==> src/rtl/fb_capture_ctrl.sv <==
// rtl/fb_capture_ctrl.sv - camera-to-frame-buffer write sequencer with frame admission and freeze control
//
// Purpose:
//   Gates the ov7670 capture write port onto frame buffer port A so that only
//   whole, frame-aligned images land in the buffer. A completed frame can be
//   frozen (HOLD) for the display readers, either on request or automatically
//   in single-shot mode. Good/short frame pulses and a good-frame counter are
//   provided for status LEDs.
//
// Ports:
//   clk, rst          system clock (port A clock), async active-high reset
//   config_done       camera register setup finished (level)
//   vsync             raw camera vsync, asynchronous to clk
//   cap_we/addr/data  write port from the capture block
//   freeze_req        pulse: freeze after the current frame completes
//   run_req           pulse: resume capture
//   single_shot       level: freeze automatically after each good frame
//   fb_we/addr/data   registered, gated write port to the frame buffer
//   frame_done        pulse at end of every good frame
//   frame_err         pulse at end of a short or over-long frame
//   frame_cnt         wrapping count of good frames
//   img_valid         buffer holds a complete frozen frame
//   state             0 IDLE, 1 SYNC, 2 CAPTURE, 3 HOLD

module fb_capture_ctrl #(
  parameter int c_img_pxls    = 4800,
  parameter int c_nb_img_pxls = 13,
  parameter int c_nb_buf      = 16,
  parameter int c_hold_frames = 0,
  parameter int c_frm_cnt_w   = 8
) (
  input  logic                     clk,
  input  logic                     rst,
  input  logic                     config_done,
  input  logic                     vsync,
  input  logic                     cap_we,
  input  logic [c_nb_img_pxls-1:0] cap_addr,
  input  logic [c_nb_buf-1:0]      cap_data,
  input  logic                     freeze_req,
  input  logic                     run_req,
  input  logic                     single_shot,
  output logic                     fb_we,
  output logic [c_nb_img_pxls-1:0] fb_addr,
  output logic [c_nb_buf-1:0]      fb_data,
  output logic                     frame_done,
  output logic                     frame_err,
  output logic [c_frm_cnt_w-1:0]   frame_cnt,
  output logic                     img_valid,
  output logic [1:0]               state
);

  typedef enum logic [1:0] {
    st_idle    = 2'd0,
    st_sync    = 2'd1,
    st_capture = 2'd2,
    st_hold    = 2'd3
  } state_t;

  // One extra bit so an over-long frame cannot alias onto c_img_pxls.
  localparam logic [c_nb_img_pxls:0] c_img_cnt  = (c_nb_img_pxls+1)'(c_img_pxls);
  localparam logic [7:0]             c_hold_lim = 8'(c_hold_frames);

  state_t cur_st;
  state_t nxt_st;

  logic vs_meta;
  logic vs_sync;
  logic vs_dly;
  logic fb_evt;

  logic                   accept;
  logic [c_nb_img_pxls:0] pix_cnt;
  logic [c_nb_img_pxls:0] pix_inc;
  logic                   frame_full;

  logic       freeze_pend;
  logic       pend_nxt;
  logic [7:0] hold_cnt;
  logic [7:0] hold_nxt;
  logic       done_nxt;
  logic       err_nxt;

  // vsync crossing: two flops for metastability, a third for edge detection.
  always_ff @(posedge clk or posedge rst) begin
    if (rst) begin
      vs_meta <= 1'b0;
      vs_sync <= 1'b0;
      vs_dly  <= 1'b0;
    end else begin
      vs_meta <= vsync;
      vs_sync <= vs_meta;
      vs_dly  <= vs_sync;
    end
  end

  // Frame boundary is the synchronized falling edge of vsync.
  assign fb_evt = vs_dly & ~vs_sync;

  // config_done also gates the write so a dropped configuration stops writes
  // on the very cycle the FSM heads back to IDLE.
  assign accept = cap_we & config_done & (cur_st == st_capture) &
                  ({1'b0, cap_addr} < c_img_cnt);

  // A write coinciding with fb_evt belongs to the frame being closed, so the
  // end-of-frame evaluation uses the post-increment count.
  assign pix_inc    = (accept && (pix_cnt != '1)) ? pix_cnt + 1'b1 : pix_cnt;
  assign frame_full = (pix_inc == c_img_cnt);

  always_ff @(posedge clk or posedge rst) begin
    if (rst) begin
      cur_st <= st_idle;
    end else begin
      cur_st <= nxt_st;
    end
  end

  always_comb begin
    nxt_st   = cur_st;
    pend_nxt = freeze_pend;
    hold_nxt = hold_cnt;
    done_nxt = 1'b0;
    err_nxt  = 1'b0;
    if (!config_done) begin
      nxt_st   = st_idle;
      pend_nxt = 1'b0;
    end else begin
      case (cur_st)
        st_idle: begin
          pend_nxt = 1'b0;
          nxt_st   = st_sync;
        end
        st_sync: begin
          // run_req wins over a simultaneous freeze_req.
          if (run_req) begin
            pend_nxt = 1'b0;
          end else if (freeze_req) begin
            pend_nxt = 1'b1;
          end
          if (fb_evt) begin
            nxt_st = st_capture;
          end
        end
        st_capture: begin
          if (run_req) begin
            pend_nxt = 1'b0;
          end else if (freeze_req) begin
            pend_nxt = 1'b1;
          end
          if (fb_evt) begin
            if (frame_full) begin
              done_nxt = 1'b1;
              if (pend_nxt || single_shot) begin
                nxt_st   = st_hold;
                pend_nxt = 1'b0;
                hold_nxt = '0;
              end
            end else begin
              // A failed frame keeps any pending freeze for the next good one.
              err_nxt = 1'b1;
            end
          end
        end
        st_hold: begin
          pend_nxt = 1'b0;
          if (run_req) begin
            nxt_st = st_sync;
          end else if (fb_evt) begin
            hold_nxt = hold_cnt + 1'b1;
            if ((c_hold_frames != 0) && (hold_nxt == c_hold_lim)) begin
              nxt_st = st_sync;
            end
          end
        end
        default: begin
          nxt_st = st_idle;
        end
      endcase
    end
  end

  always_ff @(posedge clk or posedge rst) begin
    if (rst) begin
      pix_cnt     <= '0;
      freeze_pend <= 1'b0;
      hold_cnt    <= '0;
      frame_done  <= 1'b0;
      frame_err   <= 1'b0;
      frame_cnt   <= '0;
      img_valid   <= 1'b0;
    end else begin
      pix_cnt     <= fb_evt ? '0 : pix_inc;
      freeze_pend <= pend_nxt;
      hold_cnt    <= hold_nxt;
      frame_done  <= done_nxt;
      frame_err   <= err_nxt;
      if (done_nxt) begin
        frame_cnt <= frame_cnt + 1'b1;
      end
      // Tracks the state register so it drops the cycle HOLD is left.
      img_valid   <= (nxt_st == st_hold);
    end
  end

  always_ff @(posedge clk or posedge rst) begin
    if (rst) begin
      fb_we   <= 1'b0;
      fb_addr <= '0;
      fb_data <= '0;
    end else begin
      fb_we   <= accept;
      fb_addr <= cap_addr;
      fb_data <= cap_data;
    end
  end

  assign state = cur_st;

endmodule

==> config.mk <==
export PLATFORM = sky130hd
export DESIGN_NAME = fb_capture_ctrl
export DESIGN_NICKNAME = d
export VERILOG_FILES = /design/src/rtl/fb_capture_ctrl.sv
export SDC_FILE = /design/constraint.sdc
export NUM_CORES = 1
export LEC_CHECK = 0
export CAP_MARGIN = 20
export CORE_ASPECT_RATIO = 0.6
export CORE_MARGIN = 3
export CORE_UTILIZATION = 38
export DETAILED_ROUTE_END_ITERATION = 10
export PLACE_DENSITY = 0.68
export SYNTH_ARGS = -nofsm -noshare
export SYNTH_HDL_FRONTEND = slang
export SYNTH_SLANG_ARGS = --single-unit
==> constraint.sdc <==
create_clock -name clk -period 5 [get_ports clk]
set_input_delay 0.75 -clock clk [delete_from_list [all_inputs] [get_ports clk]]
set_output_delay 0.75 -clock clk [all_outputs]
set_load 0.05 [all_outputs]
==> results.sh <==
export IMPL_p_total_mw=1.11
export IMPL_synth_edf_count=0
export IMPL_r2r_start="pix_cnt[0]"
export IMPL_post_cts_resized=0
export IMPL_async_reset_ff_frac=1.00
export IMPL_num_io_pins=80
export IMPL_relSlewSlack=0.336
export IMPL_io_buffers=79
export IMPL_synth_mux_area_frac=0.0147
export IMPL_p_switching_mw=0.271
export IMPL_post_cts_buffers=0
export IMPL_top_usage_layer="met2"
export IMPL_netlist_cell_type_count=42
export IMPL_die_y_um=68.4
export IMPL_r2r_slack_ns=1.36
export IMPL_leakagePower_nw=1.51
export IMPL_ys_ff_latch=61
export IMPL_ys_warn_count=0
export IMPL_fin_worst_skew_ns=0.00441
export IMPL_met2_usage=0.232
export IMPL_die_w_um=110
export IMPL_gr_usage_met3=0.0792
export IMPL_period_share=0.788
export IMPL_antenna_found_initial=0
export IMPL_avgSynthCellArea_um2=12.1
export IMPL_dp_cells=362
export IMPL_overflow=0
export IMPL_worstReg2RegEnd="frame_cnt[1]"
export IMPL_fmax_ghz=0.254
export IMPL_n_antenna_cell=0
export IMPL_grt_pass1_wl_um=8800
export IMPL_synthSimpleGateAreaFrac=0.211
export IMPL_period_minus_slack_ns=3.94
export IMPL_die_area_mm2=0.00751
export IMPL_drc=0
export IMPL_clk_pin_slew_ns=0.07
export IMPL_critPathMaxStageDelay_ns=0.61
export IMPL_final_cell_mix="clkdlybuf4s50_1 (79), dfrtp_1 (61), nor2_1 (21)"
export IMPL_seq_power_share=0.464
export IMPL_cp_data_arrival_time_ns=4.17
export IMPL_synth_flop_cell="dfrtp_1"
export IMPL_coreArea_mm2=0.00619
export IMPL_syn_area_mm2=0.00246
export IMPL_synth_fa_ha_area_frac=0.0102
export IMPL_fin_hold_ws_ns=0.351
export IMPL_cts_tree="done"
export IMPL_met1_usage=0.203
export IMPL_setup_viol=0
export IMPL_post_route_util=0.572
export IMPL_drtIter0Drc=107
export IMPL_crit_slowest_cell="or4b_1"
export IMPL_grt_pass1_vias=1789
export IMPL_worstSetupPathType="in -> reg"
export IMPL_critPathTopFamily="simple AND/OR/NAND/NOR gates"
export IMPL_cts_root_buf="clkbuf_8"
export IMPL_row_count=22
export IMPL_route_vias_total=1827
export IMPL_area_growth_syn_to_layout_pct=44.0
export IMPL_nets=328
export IMPL_tightest_slew_ns=0.995
export IMPL_hp_class="reg -> reg"
export IMPL_pwr_share_clk=0.423
export IMPL_wl_per_cell_um=14.3
export IMPL_synth_compound_area_frac=0.0518
export IMPL_r2r_cells=8
export IMPL_start_util=0.398
export IMPL_syn_instance_count=204
export IMPL_min_delay_start="vs_meta"
export IMPL_synth_top_family_by_area="simple AND/OR/NAND/NOR gates"
export IMPL_setup_tns_ns=0
export IMPL_ctsHtreeMaxLevel=3
export IMPL_worst_path_buf_inv=1
export IMPL_grt_max_degree=62
export IMPL_seq_area_frac_synth=0.620
export IMPL_firstDrtPassIters=4
export IMPL_postRouteAntennaNets=0
export IMPL_dp_hpwl_um=3960
export IMPL_hold_violations=0
export IMPL_drive_above_1_share=0.0887
export IMPL_synth_xor_area_frac=0.0711
export IMPL_sw_frac_of_total=0.245
export IMPL_synth_nets=243
export IMPL_grt_usage=0.158
export IMPL_worstSetupStartpoint="config_done"
export IMPL_wl_um=5380
export IMPL_gp_congestion=0.853
export IMPL_p_int_mw=0.837
export IMPL_via_per_inst=4.85
export IMPL_clk_latency_ns=0.34
export IMPL_cp_cell_sequence="clkdlybuf4s50_1, and3b_1, o2111ai_1, nor3_1, mux2_2, or4b_1, or3_4, mux2_4"
export IMPL_cap_violations=0
export IMPL_hold_buffers=0
export IMPL_cts_buffers=9
export IMPL_worstSetupStartpointType="input port"
export IMPL_layoutNonFillerInstCount=377
export IMPL_crit_fanout=11
export IMPL_grt_setup_unrepaired="no"
export IMPL_cts_buffer_depth=2
export IMPL_outcome="finished, final reports clean"
export IMPL_cp_required_ns=5.23
export IMPL_endpoint="frame_cnt[1]"
export IMPL_final_common_cell="clkdlybuf4s50_1"
export IMPL_power_density_mw_per_mm2=313
export IMPL_comb_power_share=0.113
export IMPL_vdd_drop_max_mv=0.162
export IMPL_maxSlewViolCount=0
export IMPL_clock_sinks=61
export IMPL_endpoint_kind="flip-flop"
export IMPL_cp_depth=8
==> synth_stat cells (all sizes together) (2+ instances only) <==
cell,instances,area share
or4,2,0.0076
mux2,2,0.011
xor2,12,0.043
a21oi,5,0.010
ha,2,0.010
nand2b,3,0.0076
nor4,7,0.020
dfrtp,61,0.62
nor3,8,0.016
xnor2,8,0.028
or2,2,0.0051
nand3,10,0.020
o21ai,4,0.0081
nand4,4,0.016
nor2,21,0.032
nand2,12,0.018
and3,3,0.0076
buf,5,0.012
nor4b,4,0.014
nor3b,4,0.012
inv,5,0.0076
a31oi,3,0.0076
nor2b,3,0.0076
==> final cells by class <==
cell class / count / area [µm²]
fillers: 554 / 2650
flip-flops and latches: 61 / 1530
multi-input cells: 132 / 883
repair buffers: 80 / 798
clock buffers: 9 / 124
well taps: 84 / 105
clock inverters: 6 / 88.8
inverters: 5 / 18.8
==> per-layer routing <==
layer,share of wire,vias up
met5,0,-
met3,0.14,9
met2,0.41,88
met1,0.44,849
met4,0.012,0
li1,-,881
==> power groups by stage <==
| stage | clock network (mW) | registers [mW] | logic (mW) |
|---|---|---|---|
| 2_1_floorplan | 0 | 0.572 | 0.0161 |
| 3_3_place_gp | 0 | 0.523 | 0.127 |
| 3_5_place_dp | 0 | 0.524 | 0.127 |
| 4_1_cts | 0.484 | 0.515 | 0.128 |
| 5_1_grt | 0.503 | 0.516 | 0.134 |
| 6_report | 0.469 | 0.514 | 0.125 |
==> worst min-delay path by stage <==
stage	to	slack, ns	cells past startpoint
after floorplan	vs_sync	0.33	0
after global placement	vs_sync	0.33	0
after detailed placement	vs_sync	0.34	0
after CTS	vs_sync	0.35	0
after global routing	vs_sync	0.36	0
final	vs_sync	0.35	0
==> logic make-up (layout without fill, tap and decap cells) <==
family,count (synthesis),count (layout)
and+or+nand+nor,90,90
xor gates and xnor gates,20,20
DFF,61,61
adders and majority gates,2,2
muxes,3,3
AOI/OAI and AO/OA,17,17
buffers and inverters,11,100
==> registers in the layout (all words and copies together) (netlist names) <==
register	cells
fb_data	16
pix_cnt	14
fb_addr	13
frame_cnt	8
state	2
fb_we	1
frame_done	1
frame_err	1
freeze_pend	1
img_valid	1
vs_dly	1
vs_meta	1
vs_sync	1
==> through the flow <==
stage	instance area, µm²	worst slack (ns)
after floorplan	2460	1.65
after global placement	3330	0.783
after detailed placement	3330	0.706
after CTS	3540	1.08
after global routing	3540	0.828
final	3540	1.06
Note: power is estimated with default switching activity, not from simulation.
